`src/rtl/bcd_conv_arbiter_pkg.sv`:
```
// Shared types and constants for the shared binary-to-BCD converter.
package bcd_conv_arbiter_pkg;

  typedef enum logic [1:0] {
    StIdle = 2'd0,
    StConv = 2'd1,
    StDone = 2'd2
  } state_e;

  // Bits per packed BCD digit.
  localparam int unsigned DigitW = 4;
  // Digits at or above this value get +3 before each shift.
  localparam int unsigned AddThresh = 5;

  // Ceiling log2, usable in constant expressions.
  function automatic int unsigned clog2(input int unsigned n);
    int unsigned r;
    r = 0;
    while ((32'd1 << r) < n) r = r + 1;
    return r;
  endfunction

endpackage

```
`src/rtl/bcd_dabble_step.sv`:
```
// One double-dabble iteration: add-3 correction on every digit, then shift in
// the binary shift-register MSB.
module bcd_dabble_step
  import bcd_conv_arbiter_pkg::*;
#(
  parameter int unsigned NDIG = 3
) (
  input  logic [DigitW*NDIG-1:0] acc,
  input  logic                   msb,
  output logic [DigitW*NDIG-1:0] acc_next
);

  logic [DigitW*NDIG-1:0] corr;

  // Correct each digit that would overflow past 9 after doubling, then shift.
  always_comb begin
    corr = acc;
    for (int k = 0; k < int'(NDIG); k++) begin
      if (acc[k*DigitW +: DigitW] >= DigitW'(AddThresh)) begin
        corr[k*DigitW +: DigitW] = acc[k*DigitW +: DigitW] + 4'd3;
      end
    end
    acc_next = {corr[DigitW*NDIG-2:0], msb};
  end

endmodule

```
`src/rtl/bcd_conv_arbiter.sv`:
```
// Round-robin arbiter sharing one sequential binary-to-BCD converter between
// NREQ requesters.
module bcd_conv_arbiter
  import bcd_conv_arbiter_pkg::*;
#(
  parameter int unsigned NREQ  = 4,
  parameter int unsigned WIDTH = 8,
  parameter int unsigned NDIG  = 3,
  localparam int unsigned IdW  = (NREQ > 1) ? clog2(NREQ) : 1,
  localparam int unsigned CntW = clog2(WIDTH + 1),
  localparam int unsigned BcdW = DigitW * NDIG
) (
  input  logic                  Clk,
  input  logic                  Rst,
  input  logic [NREQ-1:0]       Req,
  input  logic [NREQ*WIDTH-1:0] Bin,
  output logic [NREQ-1:0]       Gnt,
  output logic                  Busy,
  output logic                  Done,
  output logic [IdW-1:0]        DoneId,
  output logic [BcdW-1:0]       Bcd
);

  state_e            state_q, state_d;
  logic [IdW-1:0]    ptr_q, ptr_d;
  logic [CntW-1:0]   cnt_q, cnt_d;
  logic [WIDTH-1:0]  sh_q, sh_d;
  logic [BcdW-1:0]   acc_q, acc_d, acc_step;
  logic [NREQ-1:0]   gnt_q, gnt_d;
  logic              done_q, done_d;
  logic [IdW-1:0]    done_id_q, done_id_d;
  logic [BcdW-1:0]   bcd_q, bcd_d;

  logic              req_any;
  logic [IdW-1:0]    win;
  logic [IdW-1:0]    cand;
  logic              arb;
  logic              last_iter;

  bcd_dabble_step #(
    .NDIG(NDIG)
  ) u_step (
    .acc      (acc_q),
    .msb      (sh_q[WIDTH-1]),
    .acc_next (acc_step)
  );

  // Round-robin pick: first set Req bit searching upward from ptr_q + 1.
  always_comb begin
    win     = ptr_q;
    req_any = 1'b0;
    cand    = '0;
    for (int unsigned k = 1; k <= NREQ; k++) begin
      cand = IdW'((32'(ptr_q) + k) % NREQ);
      if (!req_any && Req[cand]) begin
        req_any = 1'b1;
        win     = cand;
      end
    end
  end

  assign arb       = (state_q != StConv) && req_any;
  assign last_iter = (cnt_q == CntW'(WIDTH - 1));

  // State register plus datapath and output registers.
  always_ff @(posedge Clk) begin
    if (Rst) begin
      state_q   <= StIdle;
      ptr_q     <= IdW'(NREQ - 1);
      cnt_q     <= '0;
      sh_q      <= '0;
      acc_q     <= '0;
      gnt_q     <= '0;
      done_q    <= 1'b0;
      done_id_q <= '0;
      bcd_q     <= '0;
    end else begin
      state_q   <= state_d;
      ptr_q     <= ptr_d;
      cnt_q     <= cnt_d;
      sh_q      <= sh_d;
      acc_q     <= acc_d;
      gnt_q     <= gnt_d;
      done_q    <= done_d;
      done_id_q <= done_id_d;
      bcd_q     <= bcd_d;
    end
  end

  // Next state: arbitrate in IDLE/DONE, leave CONV after the last iteration.
  always_comb begin
    state_d = state_q;
    unique case (state_q)
      StIdle, StDone: state_d = req_any ? StConv : StIdle;
      StConv:         if (last_iter) state_d = StDone;
      default:        state_d = StIdle;
    endcase
  end

  // Datapath: capture the winner's value on grant, iterate while converting.
  always_comb begin
    ptr_d = ptr_q;
    cnt_d = cnt_q;
    sh_d  = sh_q;
    acc_d = acc_q;
    if (arb) begin
      ptr_d = win;
      cnt_d = '0;
      sh_d  = Bin[32'(win)*WIDTH +: WIDTH];
      acc_d = '0;
    end else if (state_q == StConv) begin
      cnt_d = cnt_q + 1'b1;
      sh_d  = sh_q << 1;
      acc_d = acc_step;
    end
  end

  // Registered outputs: grant pulse, done pulse, and held result.
  always_comb begin
    gnt_d     = arb ? (NREQ'(1) << win) : '0;
    done_d    = (state_q == StConv) && last_iter;
    bcd_d     = done_d ? acc_step : bcd_q;
    done_id_d = done_d ? ptr_q : done_id_q;
  end

  assign Gnt    = gnt_q;
  assign Busy   = (state_q != StIdle);
  assign Done   = done_q;
  assign DoneId = done_id_q;
  assign Bcd    = bcd_q;

endmodule
```
`config.mk`:
```
export PLATFORM = sky130hd
export DESIGN_NAME = bcd_conv_arbiter
export DESIGN_NICKNAME = d
export VERILOG_FILES = /design/src/rtl/bcd_conv_arbiter_pkg.sv /design/src/rtl/bcd_dabble_step.sv /design/src/rtl/bcd_conv_arbiter.sv
export SDC_FILE = /design/constraint.sdc
export NUM_CORES = 1
export LEC_CHECK = 0
export BUFFER_PORTS_ARGS = -buffer_cell sky130_fd_sc_hd__buf_2
export CAP_MARGIN = 40
export CORE_ASPECT_RATIO = 0.9
export CORE_UTILIZATION = 53
export CTS_BUF_LIST = sky130_fd_sc_hd__clkbuf_16
export DETAILED_ROUTE_END_ITERATION = 7
export MAX_ROUTING_LAYER = met4
export PLACE_DENSITY = 0.82
export SLEW_MARGIN = 5
export SYNTH_ARGS = -nofsm -noshare
export SYNTH_HDL_FRONTEND = slang
export SYNTH_SLANG_ARGS = --single-unit
export TNS_END_PERCENT = 100
```
`constraint.sdc`:
```
create_clock -name Clk -period 1.7 [get_ports Clk]
set_input_delay 0.51 -clock Clk [delete_from_list [all_inputs] [get_ports Clk]]
set_output_delay 0.51 -clock Clk [all_outputs]
set_load 0.05 [all_outputs]
```
# [Word-level counts from Yosys, hierarchy flattened]
# Cells that the tools add are included.
[classes] shift=2 reduce_logical=14 addsub=8 mux=24 n_lt_le_gt_ge=7 n_eq_ne=5 bitwise_logic=1
[ops] operator="$shiftx A32 B6 Y8" n=1
[ops] operator="$mux W8" n=2
[ops] operator="$ge A4 B3 Y1 const B" n=3
[ops] operator="$lt A2 B3 Y1 const B" n=4
[ops] operator="$mux W2" n=5
[ops] operator="$mux W1" n=9
[ops] operator="$add A4 B2 Y4 const B" n=2
[ops] operator="$bmux W1 S2" n=4
[ops] operator="$mux W4" n=2
[ops] operator="$reduce_or A2 Y1" n=3
[ops] operator="$logic_and A1 B1 Y1" n=5
[ops] operator="$add A2 B1 Y2 const B" n=2
[ops] operator="$add A2 B2 Y2 const B" n=2
[ops] operator="$add A4 B1 Y4 const B" n=1
[ops] operator="$eq A4 B3 Y1 const B" n=1
[ops] operator="$pmux W2 S2" n=1
[ops] operator="$reduce_bool A2 Y1" n=2
[ops] operator="$shl A1 B2 Y4 const A" n=1
[ops] operator="$add A3 B2 Y3 const B" n=1
[ops] operator="$logic_not A1 Y1" n=3
[ops] operator="$mux W3" n=1
[ops] operator="$eq A2 B1 Y1 const B" n=1
[ops] operator="$eq A2 B2 Y1 const B" n=1
[ops] operator="$logic_not A2 Y1" n=1
[ops] operator="3 further kinds" n=3
[totals] input_bits=38 reg_bits=47 output_inout_bits=20

# [Longest topological paths before layout]
[logic_depth] depth_word=16 mapped_depth=7 mapped_depth_nobuf=7

# [Cells and area by module]
# Synthesis repeated with hierarchy kept, for this count alone.
[unflattened] hier_cells=285 area_unflattened_um2=2393.5
[modules_own_cells] mod="bcd_conv_arbiter" instances=1 seq_area_each_um2=940.9 cells_each=240 area_each_um2=2102.0
[modules_own_cells] mod="bcd_dabble_step" instances=1 seq_area_each_um2=0.0 cells_each=45 area_each_um2=291.5

# [Least setup slack after synthesis]
# No wires, ideal clock.
[synth_timing] path_kind="input port to flip-flop" from="in Req[3]" to="reg sh_q[1]" path_stages=5 arrival_time_ps=1557 setup_time_ps=67 n_path_buf=0 setup_slack_ps=76 cell_sequence="or4_4 > nor2_4 > a22oi_1 > o22a_1 > o21ai_2"
[synth_via] elab_chain_cells=14 word_cells_on_any_way=26 classes_between="1 x shift; 17 x mux; 8 x reduce/logical"
[synth_rtl] element="start, declared" line="bcd_conv_arbiter.sv:15" text="input logic [NREQ-1:0] Req,"
[synth_rtl] element="$bmux W1 S2" line="bcd_conv_arbiter.sv:55" text="if (!req_any && Req[cand]) begin"
[synth_rtl] element="$mux W1 (implied by the code)" line="bcd_conv_arbiter.sv:55"
[synth_rtl] element="$mux W1" line="bcd_conv_arbiter.sv:55"
[synth_rtl] element="$logic_not A1 Y1" line="bcd_conv_arbiter.sv:55"
[synth_rtl] element="$logic_and A1 B1 Y1" line="bcd_conv_arbiter.sv:55"
[synth_rtl] element="$mux W1" line="bcd_conv_arbiter.sv:55"
[synth_rtl] element="$logic_not A1 Y1" line="bcd_conv_arbiter.sv:55"
[synth_rtl] element="$logic_and A1 B1 Y1" line="bcd_conv_arbiter.sv:55"
[synth_rtl] element="$mux W1" line="bcd_conv_arbiter.sv:55"
[synth_rtl] element="$logic_not A1 Y1" line="bcd_conv_arbiter.sv:55"
[synth_rtl] element="$logic_and A1 B1 Y1" line="bcd_conv_arbiter.sv:55"
[synth_rtl] element="$mux W2 / $mux W1 (equally long branches)" line="bcd_conv_arbiter.sv:55"
[synth_rtl] element="$shiftx A32 B6 Y8 / $logic_and A1 B1 Y1 (equally long branches)" line="bcd_conv_arbiter.sv:109, bcd_conv_arbiter.sv:62"
[synth_rtl] element="$mux W8 / $reduce_bool A2 Y1 (equally long branches)"
[synth_rtl] element="end signal, assigned" line="bcd_conv_arbiter.sv:71" text="sh_q <= '0;"
[synth_rtl] element="end signal, assigned" line="bcd_conv_arbiter.sv:81" text="sh_q <= sh_d;"
[synth_rtl] element="end, declared" line="bcd_conv_arbiter.sv:27" text="logic [WIDTH-1:0] sh_q, sh_d;"
# Several ways; a longest one is shown, not always the timed one. The select of a mux whose other input is x is not followed.
# A chain may end at the register's enable or synchronous reset.

# [Worst setup path in the final report]
[layout_timing] from="reg state_q[0]" to="out Busy"
[layout_via] elab_chain_cells=1
[layout_rtl] element="start, declared" line="bcd_conv_arbiter.sv:24" text="state_e state_q, state_d;"
[layout_rtl] element="start signal, assigned" line="bcd_conv_arbiter.sv:68" text="state_q <= StIdle;"
[layout_rtl] element="start signal, assigned" line="bcd_conv_arbiter.sv:78" text="state_q <= state_d;"
[layout_rtl] element="$reduce_bool A2 Y1" line="bcd_conv_arbiter.sv:127" text="assign Busy = (state_q != StIdle);"
[layout_rtl] element="end, declared" line="bcd_conv_arbiter.sv:18" text="output logic Busy,"
# No other way between the ends.

==> summary.md <==
| Metric | Value |
|---|---|
| Clock skew | `0.00242 ns` |
| Crit. End Element | `output port` |
| Buffer and inverter count on the worst path | `1` |
| #FFs+latches synth | `47` |
| Maximum vdd drop | `0.468 mV` |
| Hpwl dp | `3.65 mm` |
| Final setup viols | `0` |
| Top_reg_cell synth | `dfxtp_1` |
| Starting Density | `0.566` |
| CTS tree | `yes` |
| Final Hold Vio Count | `0` |
| RR Startpoint | `ptr_q[0]` |
| R2r endpoint | `sh_q[2]` |
| # diodes | `0` |
| Vias in the first global route | `~2000` |
| DRC viols | `0` |
| CP startpoint kind | `flip-flop` |
| Cell count along the critical path | `2` |
| Share of layout cells above drive strength 1 | `0.339` |
| CTS root buf | `clkbuf_16` |
| Die Y | `65.2 um` |
| Fmax achieved | `approximately 600 MHz` |
| RePlAce Congestion | `around 0.74` |
| Yosys synthesis warning count | `0` |
| Initial antenna violation count | `0` |
| Final hold slack | `roughly 0.45 ns` |
| Netlist cell types | `44` |
| Routed vias | `2058` |
| Worst-margin pin slew | `0.443 ns` |
| Cell Chain, Critical Path | `or2_2 -> buf_2` |
| Routed wire length | `roughly 5.3 mm` |
| Via density per instance | `between 5 and 6` |
| Place WS | `-0.148 ns` |
| Leading cell type in the layout, fill and taps excluded | `buf_2` |
| Final net count | `around 370` |
| Power density over cell area | `around 900 nW/um2` |
| Post-route design area | `2960 um2` |
| Max_slew headroom | `0.704` |
| Die width | `a little over 70 um` |
| Mean post-synth cell area | `about 9 um2` |
| Area growth syn-to-layout | `25.8%` |
| R2r setup slk | `0.10 ns` |
| Pleak | `1.24 nW` |
| Top delay family on crit path | `flip-flops` |
| Most frequent cells in the layout | `buf_2, dfxtp_1, nand2_1, nor2_1, mux2i_1` |
| Cell Area, Placed | `2790 um2` |
| CP arrival | `1.12 ns` |
| Largest net degree at the start of global routing | `19` |
| First drt pass iteration count | `4` |
| Synthesized cell area | `2350 um2` |
| Setup ws final | `~0.07 ns` |
| Critical path endpoint | `Busy` |
| Status | `complete, no violations` |
| Htree depth | `2` |
| GRT Total Usage | `0.250` |
| Fin crit period | `1.63 ns` |
| Setup Buffers After CTS | `0` |
| Setup_tns | `0 ns` |
| CP peak stage delay | `0.33 ns` |
| Port bufs | `57` |
| Post-DRT Antenna Nets | `0` |
| WL/cell | `13.5 um` |
| Critical Path Fanout Max | `4` |
| Total gr overflow | `0` |
| Slew Viols, Final | `0` |
| DIE AREA | `4710 um2` |
| I/O Pins | `58` |
| Post-synth EDFFs | `0` |
| Area of the core | `between 4000 and 5000 um2` |
| Sequential fraction of the synthesis area | `0.400` |
| Synth top area share | `0.400` |
| Critical path startpoint | `state_q[0]` |
| CP max-delay cell | `dfxtp_1` |
| Fin crit share | `0.960` |
| Ys async rst share | `0` |
| Worst-Skew Late Latency | `a little under 0.3 ns` |
| Final Power | `2.59 mW` |
| Hold crit path type | `flip-flop to flip-flop` |
| Row count | `22` |
| Wire length of the first global-routing pass | `8.99 mm` |
| Post-synth top area cell | `dfxtp_1` |
| R2R cell count | `6` |
| Syn_nets | `307` |
| CTS buffer count | `5` |
| Critical path type | `flip-flop to output port` |
| CP required | `1.19 ns` |
| Initial DRC Count | `96` |
| Worst-case clock buffer depth | `2` |
| Syn Inst Count | `262` |
| Max Cap Viol | `0` |
| Clock Pin Slew Worst Setup and Hold Paths | `0.06 ns` |
| Sink Count | `47` |
| Largest cells by area after synthesis | `dfxtp_1, mux2i_1, nand2_1, a21oi_1, ha_1` |
## sequential cells by signal, summed over array words and instances (netlist names)
signal   count
Bcd         12
Done         1
DoneId       2
Gnt          4
acc_q       12
cnt_q        4
ptr_q        2
sh_q         8
state_q      2
## stage by stage
step	cells	util
detailed placement	382	0.671
CTS	390	0.704
global placement	382	0.671
global route	390	0.713
finish	390	0.713
floorplan	262	-
## synthesized netlist by cell type, types with 2 or more instances
| cell type | n |
|---|---|
| a211oi_1 | 7 |
| a21oi_1 | 19 |
| a21oi_2 | 7 |
| a22oi_1 | 7 |
| and3b_1 | 2 |
| buf_1 | 2 |
| buf_2 | 6 |
| buf_4 | 2 |
| buf_6 | 2 |
| clkbuf_1 | 3 |
| dfxtp_1 | 47 |
| ha_1 | 7 |
| inv_1 | 7 |
| mux2i_1 | 20 |
| nand2_1 | 37 |
| nand2b_1 | 6 |
| nand3_1 | 3 |
| nand3b_1 | 2 |
| nor2_1 | 22 |
| nor3_1 | 5 |
| nor3b_1 | 5 |
| o21ai_0 | 5 |
| o21ai_2 | 7 |
| o22a_1 | 8 |
| xnor2_1 | 4 |
| xor2_1 | 2 |
## how the worst min path moves through the flow
stage	from	endpoint	depth (start not counted)
2_1_floorplan	acc_q[9]	acc_q[9]	2
3_5_place_dp	Bcd[0]	Bcd[0]	2
6_report	Bcd[0]	Bcd[0]	2
5_1_grt	acc_q[9]	acc_q[9]	2
4_1_cts	Bcd[0]	Bcd[0]	2
3_3_place_gp	Bcd[0]	Bcd[0]	2
## cell type report
class | instances | area [um2]
clock buffers | 5 | 125
well taps | 60 | 75.1
inverters | 7 | 26.3
repair buffers | 76 | 453
fillers | 333 | 1190
multi-input cells | 192 | 1330
clock inverters | 3 | 12.5
flip-flops and latches | 47 | 942
## worst reg2reg max path, cell delays in order (launching register included)
cell,delay (ns)
dfxtp_1,0.39
nand3b_1,0.25
a31oi_4,0.22
buf_12,0.19
mux2i_1,0.23
o22a_1,0.17
o21ai_2,0.05
## metal layers
| layer | GRT usage | wire length, um | vias up | part of all wire |
|---|---|---|---|---|
| li1 | - | - | 1050 | - |
| met1 | 0.314 | 2430 | 954 | 0.46 |
| met2 | 0.402 | 2540 | 44 | 0.48 |
| met3 | 0.0475 | 203 | 10 | 0.039 |
| met4 | 0.0931 | 93 | 0 | 0.018 |
| met5 | - | 0 | - | 0 |
## where the power goes
group | total, mW | switching (mW) | internal [mW]
sequential | 1.19 | 0.0420 | 1.15
combinational | 0.478 | 0.253 | 0.225
clock | 0.919 | 0.388 | 0.531
## cells by family (layout without fill, tap and decap cells)
kind of cell	count (synthesis)	in the layout	synth area share
muxes	20	20	0.0851
xor gates and xnor gates	6	6	0.0223
AOI/OAI and AO/OA	66	66	0.204
buffers and inverters	23	91	0.0542
and+or+nand+nor	93	93	0.198
DFF	47	47	0.400
adders and majority gates	7	7	0.0372
## what timing repair did
item | CTS | global route
endpoints found under the setup margin | 0 | 18
hold endpoints to repair | 0 | 0
gates resized for setup | 0 | 8
hold buffers | 0 | 0
Power figures use the tool's default switching activity.
